===== src/rtl/microcode_sequencer.sv =====
// Microcode sequencer: steps through microsteps, gates the external decoder's control word, latches IR/flags.
// Optional step-overflow watchdog enabled by defining MICROCODE_SEQUENCER_WATCHDOG_EN.
module microcode_sequencer #(
   parameter int unsigned INSTRUCTION_WIDTH  = 16,
   parameter int unsigned INSTRUCTION_STEPS  = 32,
   parameter int unsigned CONTROL_WORD_WIDTH = 32,
   parameter int unsigned FLAG_WIDTH         = 3,
   parameter int unsigned COUNT_WIDTH        = 16,
   parameter int unsigned ADV_BIT            = 0,
   parameter int unsigned HLT_BIT            = 1,
   parameter int unsigned II_BIT             = 2,
   parameter int unsigned EL_BIT             = 3,
   localparam int unsigned STEP_WIDTH = (INSTRUCTION_STEPS > 1) ? $clog2(INSTRUCTION_STEPS) : 1
) (
   input  logic                          i_clk,
   input  logic                          i_reset,
   input  logic                          i_run,
   input  logic                          i_single,
   input  logic                          i_step_pulse,
   input  logic                          i_resume,
   input  logic [INSTRUCTION_WIDTH-1:0]  i_bus,
   input  logic [FLAG_WIDTH-1:0]         i_alu_flags,
   input  logic [CONTROL_WORD_WIDTH-1:0] i_decoded_word,
   output logic [INSTRUCTION_WIDTH-1:0]  o_instruction,
   output logic [STEP_WIDTH-1:0]         o_step,
   output logic [FLAG_WIDTH-1:0]         o_flags,
   output logic [CONTROL_WORD_WIDTH-1:0] o_control_word,
   output logic                          o_halted,
   output logic                          o_fault,
   output logic [COUNT_WIDTH-1:0]        o_instr_count
);

   typedef enum logic [1:0] {
      ST_RUN    = 2'd0,
      ST_HALTED = 2'd1,
      ST_FAULT  = 2'd2
   } state_e;

   localparam logic [STEP_WIDTH-1:0] LAST_STEP = STEP_WIDTH'(INSTRUCTION_STEPS - 1);

   state_e                       state_q;
   logic [STEP_WIDTH-1:0]        step_q;
   logic [STEP_WIDTH-1:0]        step_d;
   logic [INSTRUCTION_WIDTH-1:0] instr_q;
   logic [FLAG_WIDTH-1:0]        flags_q;
   logic [COUNT_WIDTH-1:0]       count_q;
   logic [COUNT_WIDTH-1:0]       count_d;
   logic                         step_req;
   logic                         en;
   logic                         last_step;

   // Reset gates the enable so no control word escapes during the reset cycle.
   assign step_req  = i_single ? i_step_pulse : i_run;
   assign en        = !i_reset && (state_q == ST_RUN) && step_req;
   assign last_step = (step_q == LAST_STEP);
   assign step_d    = last_step ? '0 : step_q + STEP_WIDTH'(1);
   assign count_d   = (&count_q) ? count_q : count_q + COUNT_WIDTH'(1);

   assign o_control_word = en ? i_decoded_word : '0;
   assign o_instruction  = instr_q;
   assign o_step         = step_q;
   assign o_flags        = flags_q;
   assign o_instr_count  = count_q;
   assign o_halted       = (state_q == ST_HALTED);
`ifdef MICROCODE_SEQUENCER_WATCHDOG_EN
   assign o_fault        = (state_q == ST_FAULT);
`else
   assign o_fault        = 1'b0;
`endif

   // Sequencer state and datapath registers.
   always_ff @(posedge i_clk) begin
      if (i_reset) begin
         state_q <= ST_RUN;
         step_q  <= '0;
         instr_q <= '0;
         flags_q <= '0;
         count_q <= '0;
      end else begin
         case (state_q)
            ST_RUN: begin
               if (en) begin
                  if (i_decoded_word[II_BIT]) instr_q <= i_bus;
                  if (i_decoded_word[EL_BIT]) flags_q <= i_alu_flags;
                  if (i_decoded_word[HLT_BIT]) begin
                     state_q <= ST_HALTED;
                     step_q  <= '0;
                  end else if (i_decoded_word[ADV_BIT]) begin
                     step_q  <= '0;
                     count_q <= count_d;
                  end else if (last_step) begin
`ifdef MICROCODE_SEQUENCER_WATCHDOG_EN
                     state_q <= ST_FAULT;
`else
                     step_q  <= step_d;
`endif
                  end else begin
                     step_q <= step_d;
                  end
               end
            end
            ST_HALTED: begin
               if (i_resume) begin
                  state_q <= ST_RUN;
                  step_q  <= '0;
               end
            end
            ST_FAULT: begin
               state_q <= ST_FAULT;
            end
            default: begin
               state_q <= ST_RUN;
            end
         endcase
      end
   end

endmodule


===== config.mk =====
export PLATFORM = sky130hd
export DESIGN_NAME = microcode_sequencer
export DESIGN_NICKNAME = d
export VERILOG_FILES = /design/src/rtl/microcode_sequencer.sv
export SDC_FILE = /design/constraint.sdc
export NUM_CORES = 1
export LEC_CHECK = 0
export CORE_MARGIN = 10
export CORE_UTILIZATION = 40
export DETAILED_ROUTE_END_ITERATION = 8
export GPL_ROUTABILITY_DRIVEN = 1
export PLACE_DENSITY = 0.86
export SETUP_SLACK_MARGIN = 0.3
export SYNTH_ARGS = -nofsm -noshare
export SYNTH_HDL_FRONTEND = slang
export SYNTH_SLANG_ARGS = --single-unit

===== constraint.sdc =====
create_clock -name i_clk -period 3.65 [get_ports i_clk]
set_input_delay 0.5475 -clock i_clk [delete_from_list [all_inputs] [get_ports i_clk]]
set_output_delay 0.5475 -clock i_clk [all_outputs]
set_load 0.05 [all_outputs]

==> flow_summary.rst <==
.. list-table::
   :header-rows: 1

   * - Metric
     - Value
   * - Count of vias placed by the detailed router
     - 2195
   * - Final Net Count
     - roughly 440
   * - Top_reg_cell synth
     - sky130_fd_sc_hd__dfxtp_1
   * - Slew of the pin with the lowest slew margin
     - about 0.53 ns
   * - Layout Cells excl Fill
     - 455
   * - # fillers
     - about 430
   * - CTS tree
     - built
   * - Post-CTS repair timing setup buffer count
     - 0
   * - Number of buffer cells added on primary ports
     - 129
   * - XOR/XNOR Fraction of Synth Area
     - 2.110%
   * - Post-route clock period utilization
     - 83.23%
   * - Clock buffers created by TritonCTS
     - 5
   * - Number of design rule violations left after detail routing
     - 0
   * - Launching element type of the critical path
     - input port
   * - Storage cell area
     - 840.8 µm²
   * - Status
     - completed
   * - Arrival time reported for the critical path endpoint
     - 2.49 ns
   * - Num ports
     - 131
   * - Routed wire length
     - 6.610 mm
   * - Sequential Power Share
     - 45.9%
   * - Setup repair after global routing missed its margin
     - false
   * - Maximum root-to-sink buffer count
     - 2
   * - Post-route minimum period
     - 3.038 ns
   * - Via count of the first global-routing pass
     - approximately 2200
   * - Synthesized instance count
     - 258
   * - Antenna cells
     - 0
   * - Power spent charging and discharging nets
     - roughly 320 µW
   * - Final Max Tran Viols
     - 0
   * - Required time worst endpoint
     - 3.10 ns
   * - Antenna-violating nets left
     - 0
   * - Fraction of power spent switching nets
     - between 30% and 40%
   * - Initial detailed-routing violation count
     - 81
   * - Number of cells after detailed placement
     - 447
   * - Synth Area in Simple Gates
     - 37.19%
   * - Post-synthesis sequential area ratio
     - just over 40%
   * - Multiplexer fraction of the synthesized cell area
     - 2.712%
   * - Height of the die
     - ~90 µm
   * - Post-Syn Area
     - approximately 2100 µm²
   * - Slew headroom
     - between 60 and 70%
   * - EDFF count, synth
     - 0
   * - Wire length of the first global-routing pass
     - ~11 mm
   * - PwrDens
     - 297.6 nW/µm²
   * - Fraction of registers with async set or reset after synthesis
     - 0%
   * - Path type of the worst min-delay path
     - reg2reg
   * - Total negative slack for setup checks
     - 0 ns
   * - Synthesized-area fraction occupied by ao, oa, aoi and oai cells
     - 12.24%
   * - Internal portion of total power
     - 711.3 µW
   * - Synth unique cells
     - 44
   * - Leakage
     - 1.313 nW
   * - Num Clock Sinks
     - 42
   * - Multi-input logic area
     - roughly 1200 µm²
   * - DP Wirelength
     - approximately 5.3 mm
   * - FP Rows
     - 26
   * - Clock network fraction of design power
     - around 29%
   * - Starting density of the core
     - 40.90%
   * - Category of the most critical setup path
     - in2out
   * - # Max-Cap Violations
     - 0
   * - Seq cells post-synth
     - 42
   * - Hold buffers post-CTS
     - 0
   * - Worst-Skew Late Latency
     - 0.29 ns
   * - Max H-tree Level
     - 2
   * - Final count of negative-setup-slack endpoints
     - 0
   * - CTS root buf
     - sky130_fd_sc_hd__clkbuf_8
   * - Worst hold slack
     - 0.4567 ns
   * - Adder-Cell Fraction of Synth Area
     - around 1.8%
   * - Final routed wire length divided by cell count
     - roughly 15 µm
   * - Post-CTS resize count
     - 0
   * - Pin count of the biggest net entering global routing
     - 38
   * - IR Drop Worst-Case VDD
     - 0.0002499 V
   * - Per-cell via count in the routed design
     - approximately 4.8
   * - Kind of end point of the critical path
     - output port
   * - Total chip power
     - 1.029 mW
   * - Number of antenna violations at the first check in global routing
     - 0
   * - Number of synthesis warnings
     - 0
   * - Die X-Extent
     - a little over 90 µm
   * - Crit-path max FO
     - 37
   * - Largest family of logic cells by synthesized area
     - simple AND/OR/NAND/NOR gates
   * - Synthesized area per cell
     - 8.046 µm²
   * - Die Area
     - 8470 µm²
   * - Routability cong.
     - 0.7938
   * - Share of final-layout standard cells stronger than drive strength 1
     - 13.25%
   * - Highest clock frequency the design can meet
     - 0.3292 GHz
   * - Final Skew
     - 0.008670 ns
   * - Total routing usage reported by global routing
     - 15.12%
   * - Clock slew at reported path FFs
     - roughly 0.08 ns
   * - Synth-to-layout area growth
     - 66.61%
   * - Part of the total power dissipated in combinational logic
     - 25.4%
   * - Number of iterations in the first detailed-routing pass
     - 4
   * - Core Region
     - 5075 µm²
   * - Synthesized netlist net count
     - 318
   * - Final Hold Vio Count
     - 0
   * - Total global routing overflow
     - 0
[flip-flops by register name (all words and copies together), names as in the netlist]
register	cells
o_step	5
o_instruction	16
o_flags	3
state_q	2
o_instr_count	16
[power groups by stage]
stage | Clock [mW] | Combinational (mW) | Sequential (mW)
6_report | 0.295 | 0.262 | 0.473
5_1_grt | 0.329 | 0.276 | 0.475
4_1_cts | 0.309 | 0.264 | 0.473
3_5_place_dp | 0 | 0.263 | 0.483
3_3_place_gp | 0 | 0.260 | 0.483
2_1_floorplan | 0 | 0.116 | 0.512
[cells by family after synthesis]
kind of cell,count (synthesis)
flip-flops,42
AND/OR/NAND/NOR,141
XOR/XNOR,5
multiplexers,5
buffers and inverters,16
other,1
AO/OA/AOI/OAI,45
adder cells (fa/ha/maj),3
[worst paths after layout]
check	from	end	slack, ns	cells past startpoint
max	i_single	o_control_word[2]	0.61	7
min	o_instruction[12]	o_instruction[12]	0.46	2
max reg2reg	state_q[1]	o_step[2]	1.62	5
min reg2reg	o_instruction[12]	o_instruction[12]	0.46	2
[synthesized netlist by cell type (2+ instances only)]
| master | instances | share of area (%) |
|---|---|---|
| sky130_fd_sc_hd__nand4_1 | 5 | 1.5 |
| sky130_fd_sc_hd__and2_1 | 30 | 9.0 |
| sky130_fd_sc_hd__a21oi_1 | 31 | 7.5 |
| sky130_fd_sc_hd__nand2b_1 | 2 | 0.60 |
| sky130_fd_sc_hd__or3b_1 | 2 | 0.84 |
| sky130_fd_sc_hd__ha_1 | 3 | 1.8 |
| sky130_fd_sc_hd__clkbuf_1 | 7 | 1.3 |
| sky130_fd_sc_hd__nor2b_1 | 4 | 1.2 |
| sky130_fd_sc_hd__xor2_1 | 2 | 0.84 |
| sky130_fd_sc_hd__mux2i_1 | 3 | 1.4 |
| sky130_fd_sc_hd__and4_1 | 4 | 1.7 |
| sky130_fd_sc_hd__buf_2 | 3 | 0.72 |
| sky130_fd_sc_hd__nand2_1 | 45 | 8.1 |
| sky130_fd_sc_hd__nor3b_1 | 3 | 1.1 |
| sky130_fd_sc_hd__dfxtp_1 | 42 | 41 |
| sky130_fd_sc_hd__o21ai_0 | 8 | 1.9 |
| sky130_fd_sc_hd__or3_1 | 6 | 1.8 |
| sky130_fd_sc_hd__nor3_1 | 4 | 0.96 |
| sky130_fd_sc_hd__and3_1 | 3 | 0.90 |
| sky130_fd_sc_hd__nand3_1 | 8 | 1.9 |
| sky130_fd_sc_hd__o31ai_1 | 2 | 0.72 |
| sky130_fd_sc_hd__xnor2_1 | 3 | 1.3 |
| sky130_fd_sc_hd__nor2_1 | 15 | 2.7 |
| sky130_fd_sc_hd__inv_1 | 3 | 0.54 |
[cell usage in the layout (no fill, tap or decap), types with 2 or more instances in the layout]
master / count
sky130_fd_sc_hd__nand2b_1: 2
sky130_fd_sc_hd__ha_1: 3
sky130_fd_sc_hd__mux2i_1: 3
sky130_fd_sc_hd__clkdlybuf4s50_1: 98
sky130_fd_sc_hd__nor3_1: 4
sky130_fd_sc_hd__dfxtp_1: 42
sky130_fd_sc_hd__xnor2_1: 3
sky130_fd_sc_hd__and3_1: 3
sky130_fd_sc_hd__nand2_1: 45
sky130_fd_sc_hd__a21oi_1: 31
sky130_fd_sc_hd__or3_1: 6
sky130_fd_sc_hd__buf_4: 30
sky130_fd_sc_hd__nand3_1: 8
sky130_fd_sc_hd__nand4_1: 5
sky130_fd_sc_hd__o21ai_0: 8
sky130_fd_sc_hd__or3b_1: 2
sky130_fd_sc_hd__and4_1: 4
sky130_fd_sc_hd__xor2_1: 2
sky130_fd_sc_hd__nor2b_1: 4
sky130_fd_sc_hd__o31ai_1: 2
sky130_fd_sc_hd__nor3b_1: 3
sky130_fd_sc_hd__and2_1: 30
sky130_fd_sc_hd__clkbuf_8: 5
sky130_fd_sc_hd__buf_12: 2
sky130_fd_sc_hd__inv_1: 3
sky130_fd_sc_hd__nor2_1: 15
[layer usage]
metal,vias to the layer above,track usage (%),part of all wire [%]
li1,1136,-,-
met3,6,6.764,7.9
met4,0,2.057,0.79
met2,69,27.88,52
met1,984,15.71,39
met5,-,0,0
[per-stage QoR]
| stage | cell area, µm² | util, % | setup WS, ns |
|---|---|---|---|
| 6_report | 3458 | 68.15 | 0.6122 |
| 5_1_grt | 3458 | 68.15 | 0.4246 |
| 4_1_cts | 3458 | 68.15 | 0.5960 |
| 3_5_place_dp | 3368 | 66.37 | 0.6084 |
| 3_3_place_gp | 3368 | 66.37 | 0.6405 |
| 2_1_floorplan | 2076 | - | 1.237 |
[worst max-delay path: stages]
cell	delay, ns
sky130_fd_sc_hd__clkdlybuf4s50_1	0.48
sky130_fd_sc_hd__mux2i_1	0.44
sky130_fd_sc_hd__nor4_2	0.07
sky130_fd_sc_hd__buf_4	0.24
sky130_fd_sc_hd__nand2_2	0.29
sky130_fd_sc_hd__inv_2	0.21
sky130_fd_sc_hd__buf_12	0.20
[final cells by class]
class | count | share of cell area, %
tap | 70 | 2.533
inverter | 4 | 0.4342
clock buffer | 5 | 1.990
timing repair buffer | 131 | 36.18
multi-input combinational | 200 | 33.94
sequential | 42 | 24.31
clock inverter | 3 | 0.6151
(Power assumes the default switching activity.)
